### config.mk
export PLATFORM = sky130hd
export DESIGN_NAME = spi_slave
export DESIGN_NICKNAME = d
export VERILOG_FILES = /design/src/rtl/spi_slave.sv
export SDC_FILE = /design/constraint.sdc
export NUM_CORES = 1
export LEC_CHECK = 0
export CORE_UTILIZATION = 47
export CTS_CLUSTER_DIAMETER = 150
export DETAILED_ROUTE_END_ITERATION = 12
export GPL_ROUTABILITY_DRIVEN = 0
export HOLD_SLACK_MARGIN = 0.12
export PLACE_DENSITY = 0.78
export RECOVER_POWER = 50
export SYNTH_ARGS = -nofsm -noshare
export SYNTH_HDL_FRONTEND = slang
export SYNTH_SLANG_ARGS = --single-unit
### constraint.sdc
create_clock -name clk -period 1.8 [get_ports clk]
set_clock_uncertainty 0.15 [all_clocks]
set_input_delay 0.54 -clock clk [delete_from_list [all_inputs] [get_ports clk]]
set_output_delay 0.54 -clock clk [all_outputs]
set_load 0.01 [all_outputs]
### src/rtl/spi_slave.sv
// SPI responder: oversamples sclk/csb/sdi and turns rw+addr+data frames into one-cycle register-bus strobes.
// Optional build macro SPI_SLAVE_BURST_EN adds auto-incrementing multi-byte write/read bursts.
module spi_slave #(
  parameter int PACKAGE_SIZE = 8,
  parameter int SYNC_STAGES  = 2,
  parameter int RD_LATENCY   = 1
) (
  input  logic                    clk,
  input  logic                    rst,
  input  logic                    sclk,
  input  logic                    csb,
  input  logic                    sdi,
  output logic                    sdo,
  output logic                    sdo_oe,
  output logic [PACKAGE_SIZE-2:0] addr,
  output logic [PACKAGE_SIZE-1:0] wr_data,
  output logic                    wr_en,
  output logic                    rd_en,
  input  logic [PACKAGE_SIZE-1:0] rd_data,
  output logic                    busy,
  output logic                    frame_err
);

  localparam int CW = $clog2(PACKAGE_SIZE);
  localparam int AW = PACKAGE_SIZE - 1;

`ifdef SPI_SLAVE_BURST_EN
  localparam bit BURST = 1'b1;
`else
  localparam bit BURST = 1'b0;
`endif

  typedef enum logic [2:0] {IDLE, RWADDR, WRITE, READ, WAIT_CSB} state_t;

  state_t                  r_state, w_next;
  logic [SYNC_STAGES-1:0]  r_sclk_sync, r_csb_sync, r_sdi_sync;
  logic                    r_sclk_d;
  logic [CW-1:0]           r_cnt;
  logic [PACKAGE_SIZE-1:0] r_shift;
  logic [AW-1:0]           r_addr;
  logic [PACKAGE_SIZE-1:0] r_wr_data;
  logic                    r_wr_en, r_rd_en, r_sdo, r_frame_err, r_byte_done;
  logic [RD_LATENCY-1:0]   r_rd_pipe;

  logic                    w_sclk, w_csb, w_sdi, w_rise, w_fall, w_last, w_abort;
  logic [PACKAGE_SIZE-1:0] w_shift_in;

  // NOTE: synchronizer flops carry no reset; forcing csb high here would let a
  // reset in mid-frame resume the frame instead of waiting for a real csb high.
  always_ff @(posedge clk) begin
    r_sclk_sync <= {r_sclk_sync[SYNC_STAGES-2:0], sclk};
    r_csb_sync  <= {r_csb_sync[SYNC_STAGES-2:0], csb};
    r_sdi_sync  <= {r_sdi_sync[SYNC_STAGES-2:0], sdi};
    r_sclk_d    <= r_sclk_sync[SYNC_STAGES-1];
  end

  assign w_sclk     = r_sclk_sync[SYNC_STAGES-1];
  assign w_csb      = r_csb_sync[SYNC_STAGES-1];
  assign w_sdi      = r_sdi_sync[SYNC_STAGES-1];
  assign w_rise     = w_sclk & ~r_sclk_d;
  assign w_fall     = ~w_sclk & r_sclk_d;
  assign w_last     = (r_cnt == CW'(PACKAGE_SIZE - 1));
  assign w_shift_in = {r_shift[PACKAGE_SIZE-2:0], w_sdi};

  // csb high between burst bytes is a clean end of frame, not a truncation.
  assign w_abort = w_csb && !r_byte_done &&
                   (r_state == RWADDR || r_state == WRITE || r_state == READ);

  // NOTE: every always_comb output gets a default first so no latch is inferred.
  always_comb begin
    w_next = r_state;
    case (r_state)
      IDLE:     if (!w_csb) w_next = RWADDR;
      RWADDR: begin
        if (w_csb)                 w_next = IDLE;
        else if (w_rise && w_last) w_next = w_shift_in[PACKAGE_SIZE-1] ? READ : WRITE;
      end
      WRITE, READ: begin
        if (w_csb)                            w_next = IDLE;
        else if (w_rise && w_last && !BURST)  w_next = WAIT_CSB;
      end
      WAIT_CSB: if (w_csb) w_next = IDLE;
      default:  w_next = WAIT_CSB;
    endcase
  end

  // NOTE: sequential state uses non-blocking assignments only; later ones in
  // this block take priority, which sets the strobe defaults and read capture.
  always_ff @(posedge clk) begin
    if (rst) begin
      r_state     <= WAIT_CSB;
      r_cnt       <= '0;
      r_shift     <= '0;
      r_addr      <= '0;
      r_wr_data   <= '0;
      r_wr_en     <= 1'b0;
      r_rd_en     <= 1'b0;
      r_rd_pipe   <= '0;
      r_sdo       <= 1'b1;
      r_frame_err <= 1'b0;
      r_byte_done <= 1'b0;
    end else begin
      r_state     <= w_next;
      r_wr_en     <= 1'b0;
      r_rd_en     <= 1'b0;
      r_frame_err <= w_abort;
      r_rd_pipe   <= RD_LATENCY'({r_rd_pipe, r_rd_en});
      if (r_state != READ) r_sdo <= 1'b1;

      case (r_state)
        IDLE: begin
          r_cnt       <= '0;
          r_byte_done <= 1'b0;
        end
        RWADDR: if (w_rise && !w_csb) begin
          r_shift <= w_shift_in;
          r_cnt   <= r_cnt + CW'(1);
          if (w_last) begin
            r_cnt   <= '0;
            r_addr  <= w_shift_in[AW-1:0];
            r_rd_en <= w_shift_in[PACKAGE_SIZE-1];
          end
        end
        WRITE: if (w_rise && !w_csb) begin
          r_shift <= w_shift_in;
          r_cnt   <= r_cnt + CW'(1);
          if (r_byte_done) begin
            r_addr      <= r_addr + AW'(1);
            r_byte_done <= 1'b0;
          end
          if (w_last) begin
            r_cnt       <= '0;
            r_wr_data   <= w_shift_in;
            r_wr_en     <= 1'b1;
            r_byte_done <= BURST;
          end
        end
        READ: begin
          if (w_fall) begin
            r_sdo   <= r_shift[PACKAGE_SIZE-1];
            r_shift <= {r_shift[PACKAGE_SIZE-2:0], 1'b0};
          end
          if (w_rise && !w_csb) begin
            r_cnt       <= r_cnt + CW'(1);
            r_byte_done <= 1'b0;
            if (w_last) begin
              r_cnt <= '0;
              if (BURST) begin
                r_addr      <= r_addr + AW'(1);
                r_rd_en     <= 1'b1;
                r_byte_done <= 1'b1;
              end
            end
          end
        end
        default: r_cnt <= '0;
      endcase

      if (r_rd_pipe[RD_LATENCY-1]) r_shift <= rd_data;
    end
  end

  assign sdo       = r_sdo;
  assign sdo_oe    = (r_state == READ);
  assign busy      = (r_state != IDLE);
  assign addr      = r_addr;
  assign wr_data   = r_wr_data;
  assign wr_en     = r_wr_en;
  assign rd_en     = r_rd_en;
  assign frame_err = r_frame_err;

endmodule

==> flow_metrics.env, run 1 <==
export IMPL_avgSynthCellArea_um2=9.87
export IMPL_cts_max_path_buffers=2
export IMPL_grt_pass1_wl_um=7140
export IMPL_power_clock_fraction_pct=36.0
export IMPL_postCtsSetupBuffers=0
export IMPL_dr_pass1_iters=4
export IMPL_setup_slack_ns=-0.0484
export IMPL_clock_latency_ns=0.30
export IMPL_crit_fanout=4
export IMPL_remaining_drc_errors=0
export IMPL_viasPerCell=5.65
export IMPL_io_pins=34
export IMPL_rsz0062_at_grt="true"
export IMPL_port_buffers=33
export IMPL_cts_root_buffer="clkbuf_8"
export IMPL_dp_hpwl_um=2990
export IMPL_synth_top_area_share_pct=43.3
export IMPL_max_slew_worst_pin_slew_ns=0.492
export IMPL_area_growth_pct=27.4
export IMPL_synthCells=192
export IMPL_hold_buffers=0
export IMPL_start_util_pct=50.3
export IMPL_layout_common_cells="37 x dfxtp_1, 19 x dlygate4sd2_1, 18 x a21oi_1"
export IMPL_final_common_cell="dfxtp_1"
export IMPL_async_reset_ff_share_pct=0
export IMPL_synth_ff_type="dfxtp_1"
export IMPL_fillerInstances=346
export IMPL_outcome="finished, violations left"
export IMPL_fin_crit_ns=1.85
export IMPL_p_sw_uw=392
export IMPL_switching_share_pct=23.7
export IMPL_intPower_mw=1.26
export IMPL_grt_ovfl_total=0
export IMPL_ys_warn_count=0
export IMPL_syn_nets=207
export IMPL_netlist_area_um2=1900
export IMPL_period_share_pct=103
export IMPL_required_ns=1.11
export IMPL_cts_made_buffers=5
export IMPL_p_comb_share_pct=7.6
export IMPL_wl_um=4340
export IMPL_die_area_um2=4290
export IMPL_die_x_um=65.5
export IMPL_ir_drop_v=0.000468
export IMPL_drt_initial_drc_count=127
export IMPL_grt_max_degree=17
export IMPL_violations="setup timing"
export IMPL_yosysSeqAreaShare_pct=43.3
export IMPL_hold_violations=0
export IMPL_setup_viol=1
export IMPL_ys_seq_elements=41
export IMPL_power_leakage_nw=1.00
export IMPL_cp_data_arrival_time_ns=1.16
export IMPL_synth_cell_type_count=47
export IMPL_cts_tree="yes"
export IMPL_placed_cell_area_um2=2280
export IMPL_maxCapViolations=0
export IMPL_synth_top_cell_by_area="dfxtp_1"
export IMPL_worst_setup_path_type="flip-flop to primary output"
export IMPL_core_um2=3770
export IMPL_die_h_um=65.5
export IMPL_clk_pin_slew_ns=0.08
export IMPL_synth_edf_count=0
export IMPL_ctsHtreeMaxLevel=2
export IMPL_synth_area_top_cells="dfxtp_1 43%, a21oi_1 5.0%, o21ai_0 4.2%, clkbuf_8 3.6%, buf_6 3.0%"
export IMPL_fin_nets=247
export IMPL_crit_path_start="r_state[0]$_SDFFE_PP0P_"
export IMPL_clock_sinks=41
export IMPL_slew_viol_final=0
export IMPL_min_delay_start="r_sdi_sync[0]$_DFF_P_"
export IMPL_num_rows=22
export IMPL_antenna_found_initial=0
export IMPL_first_global_vias=1478
export IMPL_track_usage_pct=22.2
export IMPL_power_density_nw_per_um2=684
export IMPL_finalPower_mw=1.65
export IMPL_holdWs_ns=0.178
export IMPL_r2r_start="r_cnt[0]$_SDFFE_PP0P_"
export IMPL_num_vias=1589
export IMPL_end_kind="primary output"
export IMPL_tns_ns=-0.0484
export IMPL_finalInstanceArea_um2=2410
export IMPL_dp_slack_ns=-0.0843
export IMPL_antenna_left=0
export IMPL_drive_gt1_share_pct=22.7
export IMPL_wire_per_inst_um=15.5
export IMPL_max_freq_ghz=0.541
export IMPL_antennaDiodeCount=0
export IMPL_seq_power_share_pct=56.4
export IMPL_hp_class="flip-flop to flip-flop"
export IMPL_critPathLaunchType="flip-flop"
export IMPL_max_slew_margin_pct=67.1
## power groups by stage
stage          sequential (mW)  combinational [mW]  clock (mW)
5_1_grt                  0.934               0.135       0.646
6_report                 0.932               0.125       0.595
3_3_place_gp             0.950               0.120           0
2_1_floorplan            0.945              0.0754           0
3_5_place_dp             0.951               0.121           0
4_1_cts                  0.930               0.124       0.596
## synth_stat cells (all sizes together) (3+ instances only)
library cell and count:
o21ai 16, a21oi 19, inv 10, nor2 12
nand4 7, mux2i 3, nand3b 3, buf 6
a21o 5, clkbuf 12, o221a 4, a211oi 5
nand3 8, or3b 3, dfxtp 41, o221ai 3
## worst max-delay path, cell delays in order (launching register included)
cell     delay, ns
dfxtp_2       0.34
or3_4         0.39
buf_6         0.13
## final timing paths
kind	to	slack, ns	cells past startpoint
worst min register to register	r_sdi_sync[1]$_DFF_P_	0.18	0
worst max register to register	addr[2]$_SDFFE_PP0P_	0.02	7
worst min-delay path	r_sdi_sync[1]$_DFF_P_	0.18	0
worst max-delay path	busy	-0.05	2
## repair_timing
action                                  4_1_cts  5_1_grt
resized for setup                            33       16
pin swaps                                     1        4
endpoints found under the setup margin       22       20
endpoints found under the hold margin         0        0
cloned                                        0        1
## metal layers
metal  wire (um)  part of all wire [%]  GRT usage, %
met3         256                   5.9          5.73
met1        1990                    46          29.8
met2        2020                    47          34.0
met4          74                   1.7          7.88
met5           0                     0             0
## flip-flops by register name, indices dropped and copies added, names as in the netlist
| signal | count |
|---|---|
| r_state | 3 |
| r_cnt | 3 |
| r_sdi_sync | 2 |
| wr_data | 8 |
| r_shift | 8 |
| frame_err | 1 |
| rd_en | 1 |
| r_csb_sync | 2 |
| r_sclk_d | 1 |
| sdo | 1 |
| wr_en | 1 |
| r_sclk_sync | 2 |
| r_rd_pipe | 1 |
| addr | 7 |
## cell families (layout without fill, tap and decap cells)
kind of cell / Yosys count / after routing / synth area share (%)
multiplexers: 3 / 3 / 1.58
buffers and inverters: 28 / 69 / 10.2
AO/OA/AOI/OAI: 62 / 62 / 23.4
flip-flops: 41 / 41 / 43.3
adder cells (fa/ha/maj): 2 / 2 / 1.32
XOR/XNOR: 2 / 2 / 1.91
AND/OR/NAND/NOR: 54 / 54 / 18.2
## final cells by class
class                           count  area (um2)  area share [%]
Timing Repair Buffer               51         465            19.3
Clock buffer                        7        76.3            3.16
Clock inverter                      1        7.51           0.311
Tap cell                           48        60.1            2.49
Inverter                           10        37.5            1.55
Multi-Input combinational cell    123         942            39.0
Sequential cell                    41         826            34.2
## per-stage QoR
step / std cells / utilization (%)
after floorplan: 192 / -
after global placement: 272 / 60.4
after detailed placement: 272 / 60.4
after CTS: 280 / 62.4
after global routing: 281 / 64.0
final: 281 / 64.0
No activity file was read; power rests on OpenSTA's default activity.
==> inputs of run 2 (changes only) <==
--- a/config.mk
+++ b/config.mk
@@ -5,12 +5,13 @@
 export SDC_FILE = /design/constraint.sdc
 export NUM_CORES = 1
 export LEC_CHECK = 0
-export CORE_UTILIZATION = 47
+export CORE_UTILIZATION = 25
 export CTS_CLUSTER_DIAMETER = 150
 export DETAILED_ROUTE_END_ITERATION = 12
 export GPL_ROUTABILITY_DRIVEN = 0
 export HOLD_SLACK_MARGIN = 0.12
-export PLACE_DENSITY = 0.78
+export MAX_ROUTING_LAYER = met4
+export PLACE_DENSITY = 0.49
 export RECOVER_POWER = 50
 export SYNTH_ARGS = -nofsm -noshare
 export SYNTH_HDL_FRONTEND = slang
==> run 2 against run 1 <==
  * Worst hold slack improved by 0.0037 ns
  * Utilization down 30 points
  * Combinational power about the same
  * Register-to-register slack improved by 0.04 ns
  * Cell count is 17% higher
  * Global-route usage shrank 9.5 points
  * The run still ends with setup timing left
==> flow_metrics.env, run 2 (same netlist as run 1, synthesis figures left out) <==
export IMPL_viasPerCell=4.63
export IMPL_num_vias=1528
export IMPL_slowest_delay_ns=0.39
export IMPL_maxCapViolations=0
export IMPL_cts_made_buffers=5
export IMPL_cts_root_buffer="clkbuf_8"
export IMPL_max_slew_worst_pin_slew_ns=0.446
export IMPL_fin_crit_ns=1.83
export IMPL_first_global_vias=1436
export IMPL_track_usage_pct=12.7
export IMPL_max_freq_ghz=0.546
export IMPL_outcome="finished, violations left"
export IMPL_r2r_start="r_cnt[0]$_SDFFE_PP0P_"
export IMPL_crit_fanout=3
export IMPL_power_leakage_nw=1.01
export IMPL_seqCellArea_um2=825
export IMPL_fillerInstances=810
export IMPL_wl_um=4620
export IMPL_final_util_pct=34.1
export IMPL_io_pins=34
export IMPL_finalInstanceArea_um2=2490
export IMPL_hp_class="flip-flop to flip-flop"
export IMPL_cts_tree="yes"
export IMPL_setup_slack_ns=-0.0317
export IMPL_cpMaxStageDelayCell="or3_4"
export IMPL_die_x_um=89.1
export IMPL_antenna_left=0
export IMPL_dr_pass1_iters=4
export IMPL_clk_pin_slew_ns=0.08
export IMPL_grt_max_degree=20
export IMPL_remaining_drc_errors=0
export IMPL_max_slew_margin_pct=70.1
export IMPL_clock_latency_ns=0.29
export IMPL_hold_violations=0
export IMPL_worstPathCellList="or3_4 > buf_6"
export IMPL_violations="setup timing"
export IMPL_die_area_um2=7930
export IMPL_end_kind="primary output"
export IMPL_drt_initial_drc_count=52
export IMPL_worst_setup_path_type="flip-flop to primary output"
export IMPL_layout_common_cells="38 x dfxtp_1, 19 x dlygate4sd2_1, 18 x a21oi_1"
export IMPL_port_buffers=33
export IMPL_cp_data_arrival_time_ns=1.14
export IMPL_slew_viol_final=0
export IMPL_required_ns=1.11
export IMPL_cts_max_path_buffers=2
export IMPL_critPathLaunchType="flip-flop"
export IMPL_antennaDiodeCount=0
export IMPL_wire_per_inst_um=14.0
export IMPL_dp_slack_ns=-0.0710
export IMPL_setup_viol=1
export IMPL_min_delay_start="r_csb_sync[0]$_DFF_P_"
export IMPL_rsz0062_at_grt="true"
export IMPL_clock_sinks=41
export IMPL_tns_ns=-0.0317
export IMPL_crit_path_start="r_state[0]$_SDFFE_PP0P_"
export IMPL_grt_ovfl_total=0
export IMPL_period_share_pct=102
export IMPL_core_um2=7290
export IMPL_num_rows=31
export IMPL_drive_gt1_share_pct=22.5
export IMPL_fin_nets=245
export IMPL_antenna_found_initial=0
export IMPL_postCtsSetupBuffers=0
export IMPL_ir_drop_v=0.000392
export IMPL_grt_pass1_wl_um=7350
export IMPL_holdWs_ns=0.182
export IMPL_placed_cell_area_um2=2320
export IMPL_hold_buffers=0
export IMPL_cp_buffers_inverters=1
export IMPL_ctsHtreeMaxLevel=2
export IMPL_die_h_um=89.1
export IMPL_final_common_cell="dfxtp_1"
export IMPL_multiInputGateArea_um2=948
export IMPL_start_util_pct=26.0
export IMPL_power_density_nw_per_um2=727
export IMPL_area_growth_pct=31.4
export IMPL_critical_path_top_delay_family="simple AND/OR/NAND/NOR gates"
export IMPL_dp_hpwl_um=3120
-- run 2: changes by cell type in the layout (fill, tap and decap cells not counted), sizes merged --
cell,delta
clkbuf,-2
buf,-1
bufinv,+1
clkdlybuf4s15,-1
clkinv,+1
clkinvlp,-1
inv,+1
-- run 2: area by class of cell --
class	count	area share, %
clock buffers	5	2.76
clock inverters	3	1.76
inverters	10	1.51
multi-input cells	123	38.1
flip-flops and latches	41	33.1
well taps	99	4.97
repair buffers	49	17.8
-- run 2: timing repair --
item	in CTS	in global routing
cloned	0	1
pin swaps	4	5
endpoints found under the setup margin	22	21
gates resized for setup	32	21
-- run 2: through the flow --
step                total power [mW]  instances
floorplan                       1.02        192
global placement                1.07        321
detailed placement              1.07        321
CTS                             1.83        329
global route                    1.89        330
finish                          1.81        330
-- run 2: layer usage --
layer  GRT usage [%]  vias to the layer above  wire length, um
met1            18.1                      709             2450
li1                -                      778                -
met4            4.76                        0               62
met3            2.95                        5              190
met2            17.2                       36             1920
met5               -                        -                0
-- run 2: worst paths after layout --
kind                            to  slack (ns)  cells past startpoint
min reg2reg  r_csb_sync[1]$_DFF_P_        0.18                      0
max                           busy       -0.03                      2
max reg2reg   addr[2]$_SDFFE_PP0P_        0.06                      7
min          r_csb_sync[1]$_DFF_P_        0.18                      0
-- run 2: report_power, final --
| part | internal [mW] | switching [mW] |
|---|---|---|
| Combinational | 0.0656 | 0.0595 |
| Sequential | 0.918 | 0.0131 |
| Clock | 0.416 | 0.338 |
==> inputs of run 3 (changes only) <==
--- a/config.mk
+++ b/config.mk
@@ -5,6 +5,7 @@
 export SDC_FILE = /design/constraint.sdc
 export NUM_CORES = 1
 export LEC_CHECK = 0
+export CAP_MARGIN = 15
 export CORE_UTILIZATION = 25
 export CTS_CLUSTER_DIAMETER = 150
 export DETAILED_ROUTE_END_ITERATION = 12
==> results of run 3 <==
The final DEF is identical to that of run 2; final timing and power are the same.
==> variant 1, RTL diff (config.mk and constraints of run 1) <==
The 5 states of `state_t` get a one-hot encoding in 5 bits.
--- a/src/rtl/spi_slave.sv
+++ b/src/rtl/spi_slave.sv
@@ -32,3 +32,3 @@
 
-  typedef enum logic [2:0] {IDLE, RWADDR, WRITE, READ, WAIT_CSB} state_t;
+  typedef enum logic [4:0] {IDLE = 5'b00001, RWADDR = 5'b00010, WRITE = 5'b00100, READ = 5'b01000, WAIT_CSB = 5'b10000} state_t;
 
Formal check against the unedited RTL: no difference found for any inputs over 10 cycles, from zero or initial values and one cycle with rst high; not proved beyond that.
==> variant 1 against run 1 <==
  * The run still ends with setup timing left
  * Synthesized area shrank 0.13%
  * Total power increased by 1.2%
  * Design area rose by 19%
  * Wire length grew 9.2%
  * Register-to-register slack worse by 180 ps
  * Clock power fell by 2%
  * Sequential cell count increased by 2
  * Setup slack worse by 380 ps
==> variant 1: results (changes against run 1) <==
status:
  status: "finished with violations"
  violations: "setup timing"
routing:
  first_iter_violations: 76  # -40%
  wl_met1_um: 2100  # +5.5%
  wl_met3_um: 126  # -51%
  wl_met2_um: 2437  # +21%
  totalWireLength_um: 4745  # +9.2%
  viasPerCell: 5.329  # -5.8%
sta:
  setup_tns_ps: -2399  # -2350 ps
  tightest_slew_ps: 394.4  # -97.62 ps
  setup_viol: 27  # +26
  holdWs_ps: 178.5  # +0.2600 ps
  fin_ws_ps: -425.5  # -377.1 ps
hold_path:
  min_from: "r_csb_sync[0]"
  hold_depth: 0  # unchanged
  min_to: "r_csb_sync[1]"
placed_design:
  post-place-ws_ps: -420.6  # -336.3 ps
  place_area_mm2: 0.002471  # +8.6%
  dp_hpwl_um: 2787  # -6.8%
  post-place-cells: 286  # +5.1%
critical_path:
  arrival_ps: 1540  # +380 ps
  r2r_slack_ps: -160  # -180 ps
  worstPathMaxFanout: 2  # -2
  reg2reg_to: "r_shift[0]"
  worst_path_max_delay_cell: "or3b_4"
  rr_worst_depth: 12  # +5
  critical_path.startpoint: "r_state[2]"
pwr:
  power_leakage_nw: 1.260  # +26%
  ir_drop_v: 0.0005714  # +22%
synth:
  syn_avg_cell_area_um2: 10.23  # +3.6%
  synthMuxAreaShare_pct: 7.931  # +6.3 points
  synth-compound-area-share_pct: 13.09  # -10 points
  synth_cell_types: 44  # -6.4%
  synth.net_count: 200  # -3.4%
  synth-xor-area-share_pct: 0.9253  # -0.99 points
  seq_area_frac_synth_pct: 45.47  # +2.2 points
  yosys-top-cells-area: "dfxtp_1 45%, mux2i_1 7.9%, nor2_1 5.8%"
  netlist_top_cells_count: "43 x dfxtp_1, 29 x nor2_1, 15 x mux2i_1"
cells_and_area:
  stdcell_count: 310  # +10%
  drive_gt1_share_pct: 37.40  # +15 points
  n_fill_cell: 237  # -32%
  layout.nets: 276  # +12%
global_route:
  grt_max_degree: 18  # +1
  track_usage_pct: 24.02  # +1.9 points
  grtUsageMet2_pct: 40.85  # +6.8 points
  grt_pass1_vias: 1624  # +9.9%
  grt_pass1_wl_um: 7652  # +7.2%
  use_met1_pct: 29.34  # -0.50 points
  grt_use_met3_pct: 5.382  # -0.35 points
clocking:
  cts_resized: 52  # +58%
  post_cts_buffers: 10  # +10
## variant 1: cell types whose count changed in the layout (fill, tap and decap cells not counted), sizes merged, moves of 7 or more
cell | run 1 | this run
nor3 | 2 | 10
nor2 | 12 | 30
mux2i | 3 | 15
o21ai | 16 | 6
buf | 18 | 46
nor2b | 2 | 9
a21oi | 19 | 6
## variant 1: cell type report
cell class                      instances  area (um2)  share of cell area, %
Clock buffer                            6       72.57                  2.531
Clock inverter                          2       12.51                 0.4363
Inverter                                5       18.77                 0.6545
Multi-Input combinational cell        127        1107                  38.61
Sequential cell                        43       865.8                  30.19
Tap cell                               48       60.06                  2.094
Timing Repair Buffer                   79       730.7                  25.48
## variant 1: worst max-delay path: cells and delay by family, from the launching register on
family	cells	cell delay, ps
buffers and inverters	1	130
flip-flops	1	330
AND/OR/NAND/NOR	2	790
## variant 1: where the power goes
| group | switching [mW] | internal (mW) |
|---|---|---|
| Combinational | 0.0547 | 0.0594 |
| Clock | 0.313 | 0.271 |
| Sequential | 0.0112 | 0.962 |
==> variant 2, RTL diff (config.mk and constraints of run 1) <==
Without the edit above. Build with the macro `SPI_SLAVE_BURST_EN` defined.
--- a/src/rtl/spi_slave.sv
+++ b/src/rtl/spi_slave.sv
@@ -2,2 +2,4 @@
 // Optional build macro SPI_SLAVE_BURST_EN adds auto-incrementing multi-byte write/read bursts.
+`define SPI_SLAVE_BURST_EN
+
 module spi_slave #(
Behaviour: same outputs for any inputs over 10 cycles, from zero or initial values and one cycle with rst high; that may be too few to reach the edited logic, so the function may still have changed.
==> variant 2 against run 1 <==
  * The flow still finishes with violations (setup timing)
  * Global-route usage is 2.2 points higher
  * Setup slack got worse by 18 ps
  * Sequential cell count rose by 1
  * Synthesized area is 3.2% lower
  * First-iteration DRC count decreased by 24%
  * Total power fell by 0.43%
  * Utilization is 9.1 points higher
  * Register-to-register slack got worse by 90 ps
  * Wire length increased by 7.7%
  * Design area grew 13%
  * Cell count grew 12%
  * Die area shrank 3.1%
  * Critical path type is now reg2reg
  * Largest cell class unchanged
==> variant 2: results (changes against run 1) <==
routing:
  post_drt_wl_per_cell_um: 14.90  # -3.6%
  wl_met1_um: 2229  # +12%
  dr_total_vias: 1732  # +9.0%
synth:
  synth.net_count: 221  # +6.8%
  synth_fa_ha_area_share_pct: 2.727  # +1.4 points
  syn_inst: 204  # +6.3%
  synth-compound-area-share_pct: 20.93  # -2.5 points
  synth-xor-area-share_pct: 0  # -1.9 points
status:
  status: "finished with violations"
  violations: "setup timing"
clocking:
  cts_num_sinks: 42  # +2.4%
cells_and_area:
  seq_area_um2: 857.1  # +3.8%
  layout.nonclk_buf_share_pct: 22.01  # +2.7 points
  multi_input_area_share_pct: 40.70  # +1.7 points
  n_fill_cell: 285  # -18%
  nonClockInverterCount: 4  # -6
hold_path:
  min_to: "r_csb_sync[1]"
  min_from: "r_csb_sync[0]"
sta:
  fin_ws_ps: -66.39  # -17.94 ps
  setup_viol: 14  # +13
critical_path:
  worstPathMaxFanout: 5  # +1
  cpPeakStageDelay_ps: 550  # +160 ps
  worst_path_max_delay_cell: "or4_4"
global_route:
  use_met1_pct: 33.48  # +3.6 points
  grt_pass1_wl_um: 7714  # +8.0%
  track_usage_pct: 24.40  # +2.2 points
pwr:
  ir_drop_v: 0.0005637  # +20%
  swShare_pct: 23.23  # -0.51 points
placed_design:
  dp_hpwl_um: 3036  # +1.6%
  post-place-cells: 302  # +11%
[variant 2: cell types whose count changed in the layout (fill, tap and decap cells not counted), sizes merged, moves of 4 or more]
cell	before	now
nand4	7	0
buf	18	38
inv	10	3
nand2	1	17
mux2i	3	9
a21o	5	0
a21oi	19	10
o21ai	16	9
o31ai	0	4
a21boi	0	5
nor2	12	26
[variant 2: how the worst max path moves through the flow]
stage / from / end / slack (ps) / cells after the start
floorplan: r_sclk_d / r_shift[0] / -180 / 7
global placement: r_state[1] / sdo_oe / -110 / 3
detailed placement: r_cnt[1] / wr_data[1] / -150 / 7
CTS: r_cnt[0] / wr_data[6] / -70 / 7
global route: r_cnt[1] / wr_data[6] / -120 / 7
finish: r_cnt[1] / wr_data[4] / -70 / 7
[variant 2: timing repair]
item                                    CTS  global route
hold endpoints to repair                  0             0
pin swaps                                 4            12
endpoints found under the setup margin   43            26
gates cloned                              1             0
resized for setup                        55            31
hold buffers                              0             0
buffers inserted                          2             2
